--- src/rtl/hamming_decoder_38_32.sv ---
`default_nettype none
// ============================================================================
// Module   : hamming_decoder_38_32
// Brief    : Two-stage SEC Hamming(38,32) decoder with valid/ready handshake
//            and saturating correction statistics.
// Revision : 1.0 - initial release
// ============================================================================
module hamming_decoder_38_32 #(
    parameter int CW_W   = 38,
    parameter int DATA_W = 32,
    parameter int CNT_W  = 16
) (
    input  logic              clk,
    input  logic              rst_n,
    input  logic              in_valid,
    output logic              in_ready,
    input  logic [CW_W-1:0]   in_codeword,
    output logic              out_valid,
    input  logic              out_ready,
    output logic [DATA_W-1:0] out_data,
    output logic [5:0]        out_syndrome,
    output logic              out_corrected,
    output logic              out_uncorrectable,
    input  logic              stat_clear,
    output logic [CNT_W-1:0]  corrected_count,
    output logic [CNT_W-1:0]  uncorrectable_count
);

    localparam logic [5:0]       c_max_pos = 6'(CW_W);
    localparam logic [CNT_W-1:0] c_cnt_max = {CNT_W{1'b1}};

    // Bitmask of codeword positions whose index has bit j set.
    function automatic logic [CW_W-1:0] f_mask(input int j);
        logic [CW_W-1:0] m;
        m = '0;
        for (int p = 1; p <= CW_W; p++) begin
            if (((p >> j) & 1) == 1) m[p-1] = 1'b1;
        end
        return m;
    endfunction

    // Hamming position (1-based) of data bit k: k-th non-power-of-two position.
    function automatic int f_pos(input int k);
        int n;
        int res;
        n   = 0;
        res = 0;
        for (int p = 1; p <= CW_W; p++) begin
            if ((p & (p - 1)) != 0) begin
                if (n == k) res = p;
                n++;
            end
        end
        return res;
    endfunction

    logic [5:0]        w_syn;
    logic [DATA_W-1:0] w_in_data;
    logic [DATA_W-1:0] w_dflip;
    logic              w_s2_adv;
    logic              w_xfer;
    logic              w_is_corr;
    logic              w_is_unc;

    logic              r_s1_valid;
    logic [DATA_W-1:0] r_s1_data;
    logic [5:0]        r_s1_syn;
    logic              r_s2_valid;
    logic [DATA_W-1:0] r_out_data;
    logic [5:0]        r_out_syn;
    logic              r_out_corr;
    logic              r_out_unc;
    logic [CNT_W-1:0]  r_corr_cnt;
    logic [CNT_W-1:0]  r_unc_cnt;

    for (genvar j = 0; j < 6; j++) begin : g_syn
        localparam logic [CW_W-1:0] c_mask = f_mask(j);
        assign w_syn[j] = ^(in_codeword & c_mask);
    end

    // S1 keeps only the payload bits; a single-bit error on a data position
    // is repaired in S2 by matching the syndrome against that bit's position.
    for (genvar k = 0; k < DATA_W; k++) begin : g_data
        localparam int c_pos = f_pos(k);
        assign w_in_data[k] = in_codeword[c_pos-1];
        assign w_dflip[k]   = (r_s1_syn == 6'(c_pos));
    end

    assign w_is_corr = (r_s1_syn != 6'd0) && (r_s1_syn <= c_max_pos);
    assign w_is_unc  = (r_s1_syn > c_max_pos);
    assign w_s2_adv  = !r_s2_valid || out_ready;
    assign in_ready  = !r_s1_valid || w_s2_adv;
    assign w_xfer    = r_s2_valid && out_ready;

    always_ff @(posedge clk) begin
        if (in_ready && in_valid) begin
            r_s1_data <= w_in_data;
            r_s1_syn  <= w_syn;
        end
    end

    always_ff @(posedge clk or negedge rst_n) begin
        if (!rst_n) begin
            r_s1_valid <= 1'b0;
            r_s2_valid <= 1'b0;
            r_out_data <= '0;
            r_out_syn  <= '0;
            r_out_corr <= 1'b0;
            r_out_unc  <= 1'b0;
        end else begin
            if (in_ready) r_s1_valid <= in_valid;
            if (w_s2_adv) begin
                r_s2_valid <= r_s1_valid;
                if (r_s1_valid) begin
                    r_out_data <= r_s1_data ^ w_dflip;
                    r_out_syn  <= r_s1_syn;
                    r_out_corr <= w_is_corr;
                    r_out_unc  <= w_is_unc;
                end
            end
        end
    end

    always_ff @(posedge clk or negedge rst_n) begin
        if (!rst_n) begin
            r_corr_cnt <= '0;
            r_unc_cnt  <= '0;
        end else if (stat_clear) begin
            r_corr_cnt <= '0;
            r_unc_cnt  <= '0;
        end else if (w_xfer) begin
            if (r_out_corr && (r_corr_cnt != c_cnt_max)) r_corr_cnt <= r_corr_cnt + CNT_W'(1);
            if (r_out_unc && (r_unc_cnt != c_cnt_max))   r_unc_cnt  <= r_unc_cnt + CNT_W'(1);
        end
    end

    assign out_valid           = r_s2_valid;
    assign out_data            = r_out_data;
    assign out_syndrome        = r_out_syn;
    assign out_corrected       = r_out_corr;
    assign out_uncorrectable   = r_out_unc;
    assign corrected_count     = r_corr_cnt;
    assign uncorrectable_count = r_unc_cnt;

endmodule
`default_nettype wire

--- config.mk ---
export PLATFORM = sky130hd
export DESIGN_NAME = hamming_decoder_38_32
export DESIGN_NICKNAME = d
export VERILOG_FILES = /design/src/rtl/hamming_decoder_38_32.sv
export SDC_FILE = /design/constraint.sdc
export NUM_CORES = 1
export LEC_CHECK = 0
export ABC_AREA = 1
export ABC_CLOCK_PERIOD_IN_PS = 2200
export BUFFER_PORTS_ARGS = -buffer_cell sky130_fd_sc_hd__buf_2
export CORE_AREA = 10 10 165 90
export CTS_CLUSTER_SIZE = 16
export DETAILED_ROUTE_END_ITERATION = 7
export DIE_AREA = 0 0 175 100
export PLACE_DENSITY = 0.77
export SLEW_MARGIN = 20
export SYNTH_ARGS = -nofsm -noshare
export SYNTH_HDL_FRONTEND = slang
export SYNTH_SLANG_ARGS = --single-unit
--- constraint.sdc ---
create_clock -name clk -period 2.2 [get_ports clk]
set_clock_uncertainty 0.05 [all_clocks]
set_input_delay 0.44 -clock clk [delete_from_list [all_inputs] [get_ports clk]]
set_output_delay 0.44 -clock clk [all_outputs]
set_load 0.05 [all_outputs]
==> flow_summary.toml <==
[logic_synthesis]
synth_top_cells_by_count = "nand2_1 (372), inv_1 (80), dfrtp_1 (74)"
post_synth_top_area_share_pct = 27.7
synth.cell_area_um2 = 6670
seq_area_frac_synth_pct = 44.8
synth_enable_flop_cells = 38
synth_top_cells_by_area = "dfrtp_1 (28%), nand2_1 (21%), edfxtp_1 (17%)"
ys_ff_latch = 112
synth.avg_cell_area_um2 = 7.49
netlist_instances = 891
ys.flop_type = "dfrtp_1"
yosysWarningCount = 0
async_flop_share_pct = 66.1
synth_most_common_cell = "nand2_1"
netlist_cell_types = 35
yosysTopAreaCell = "dfrtp_1"
synth_fp_nets = 936

[setup_path]
cp.arrival_ps = 2090
worst_reg2reg_setup_slack_ps = 310
worstReg2RegStart = "uncorrectable_count[0]"
critical_path.endpoint = "uncorrectable_count[5]"
endpoint_kind = "flip-flop"
critical_path.max_fanout = 11
critPathKind = "flip-flop to flip-flop"
cp.required_ps = 2400
worstRegToRegCells = 9
crit-reg2reg-capture = "uncorrectable_count[5]"
kind_of_start_point_of_the_critical_path = "flip-flop"
timing.critical_path.from = "uncorrectable_count[0]"

[power_and_ir_drop]
seq_power_share_pct = 41.4
power_after_layout_mw = 6.48
ir_drop_v = 0.000536
power.internal_mw = 3.82
share_clk_of_total_power_pct = 24.8
switching_power_as_a_share_of_total_power_pct = 41.0
power.net_switching_mw = 2.66
cellLeakagePower_nw = 3.92
powerDensity_nw_per_um2 = 833
power.share.combinational_pct = 33.7

[sta]
min_period_ps = 1890
drv_slew = 0
max_slew.worst_pin.slew_ps = 576
finalHoldViolCount = 0
hold_ws_ps = 56.1
rsz0062_at_grt = "no"
setup_viol_count_final = 0
fmax_ghz = 0.528
post-route-worst-setup-slack_ps = 308
layout_worst_path_cycle_share_pct = 86.0
setup_total_negative_slack_ps = 0
slew_headroom_pct = 61.5

[clocking]
tritoncts.num_buffers = 9
cts-resized-gates = 0
h-tree-depth = 3
ctsLongestPathBuffers = 2
cts.repair_timing.setup_buffer_count = 0
clk_latency_worst_skew_pair_ps = 350
tritoncts = "built"
post_cts_hold_buffer_count = 0
cts.clk_slew.worst_paths_ps = 80
cts.sinks = 112
clockRootBuffer = "clkbuf_16"

[routing]
detail_route.wirelength_um = 18000
vias = 6098
first_iter_violations = 765
dr.pass1.iters = 6
final_antenna_net_count = 0
viasPerCell = 5.16
detail_route.drc_violations = 0
detail_route.wl_per_cell_um = 15.3

[global_route]
grt_antenna_before_repair = 0
grt_use_total_pct = 20.2
via_count_of_the_first_global_routing_pass = 5304
grt_first_pass_wirelength_um = 28500
grt_overflow_total = 0
grt_max_degree = 75

[layout]
layout-drive-gt1-share_pct = 16.6
num_antenna_cells = 0
layout-area-overhead-vs-synth_pct = 16.5
layout.nets = 1052

[floorplan]
die_h_um = 100
placeableCoreArea_um2 = 12200
die_area_um2 = 17500
num_rows = 29
effective_utilization_at_floorplan_pct = 54.7
die_x_um = 175
design.portCount = 117

[run]
cap_viol_max_count = 0

[status]
status = "finished clean"

[placed_design]
dp_worst_setup_slack_ps = 333
post-dp-hpwl_um = 14600
globalplace.congestion = 0.962
buffer_ports.inserted = 116

[min_path]
hold_path_class = "input pin to async pin"
## per-stage QoR
step | cell area, um2 | cells | util, %
floorplan | 6680 | 891 | -
global placement | 7480 | 1166 | 61.3
detailed placement | 7480 | 1166 | 61.3
CTS | 7770 | 1182 | 63.8
global route | 7770 | 1182 | 63.8
finish | 7770 | 1182 | 63.8
## kinds of logic after synthesis
group                      synth area share (%)
adders and majority gates                 0.375
and+or+nand+nor                            32.8
muxes                                     0.169
DFF                                        44.8
AOI/OAI and AO/OA                          5.76
buffers and inverters                      6.39
xor gates and xnor gates                   9.71
## state kept, by name, summed over array words and instances, names as in the netlist
name                 flops
out_data                32
out_valid                1
r_s1_valid               1
r_s1_syn                 6
out_corrected            1
out_syndrome             6
out_uncorrectable        1
r_s1_data               32
corrected_count         16
uncorrectable_count     16
## final cells by class
cell class / instances / area (um2)
timing repair buffer: 128 / 696
multi-input combinational: 674 / 3260
clock buffer: 10 / 239
inverter: 82 / 313
sequential: 112 / 2990
tap: 170 / 213
clock inverter: 6 / 57.6
fill: 1117 / 4420
## critical path: stages, from the launching register on
cell and delay (ps):
dfrtp_1 430, ha_1 270, nand3_1 190, nor2_2 190, nand2_1 110, nand2_4 120, nand2_4 50, buf_4 190
a21oi_1 130, nor2_1 50
## cells in the final DEF, fill, tap and decap left out, types with 17 or more instances in the layout
cell type / Yosys / layout
buf_2: 8 / 116
o21ai_0: 43 / 43
xor2_1: 54 / 54
nand3_1: 63 / 62
nand2_1: 372 / 371
edfxtp_1: 38 / 38
xnor2_1: 20 / 20
nand4_1: 17 / 17
dfrtp_1: 74 / 73
inv_1: 80 / 79
nor2_1: 53 / 53
## power groups by stage
stage                     clock network, mW  logic [mW]  registers [mW]
final                                  1.61        2.19            2.68
after global routing                   1.73        2.38            2.71
after CTS                              1.64        2.19            2.68
after detailed placement                  0        2.19            2.72
after global placement                    0        2.16            2.72
after floorplan                           0       0.770            3.49
## layer usage
layer	GRT usage (%)	up-vias	routed length, um
li1	-	3063	-
met1	33.3	2744	9210
met2	24.7	280	6600
met3	5.21	11	2080
met4	4.02	0	150
met5	0	-	0
## how the worst min path moves through the flow
| stage | startpoint | end | cells after the start |
|---|---|---|---|
| after floorplan | rst_n | corrected_count[0] | 0 |
| after global placement | out_data[29] | out_data[29] | 2 |
| after detailed placement | out_data[9] | out_data[9] | 2 |
| after CTS | rst_n | uncorrectable_count[14] | 2 |
| after global routing | rst_n | uncorrectable_count[13] | 2 |
| final | rst_n | uncorrectable_count[14] | 2 |
(Power assumes the default switching activity.)
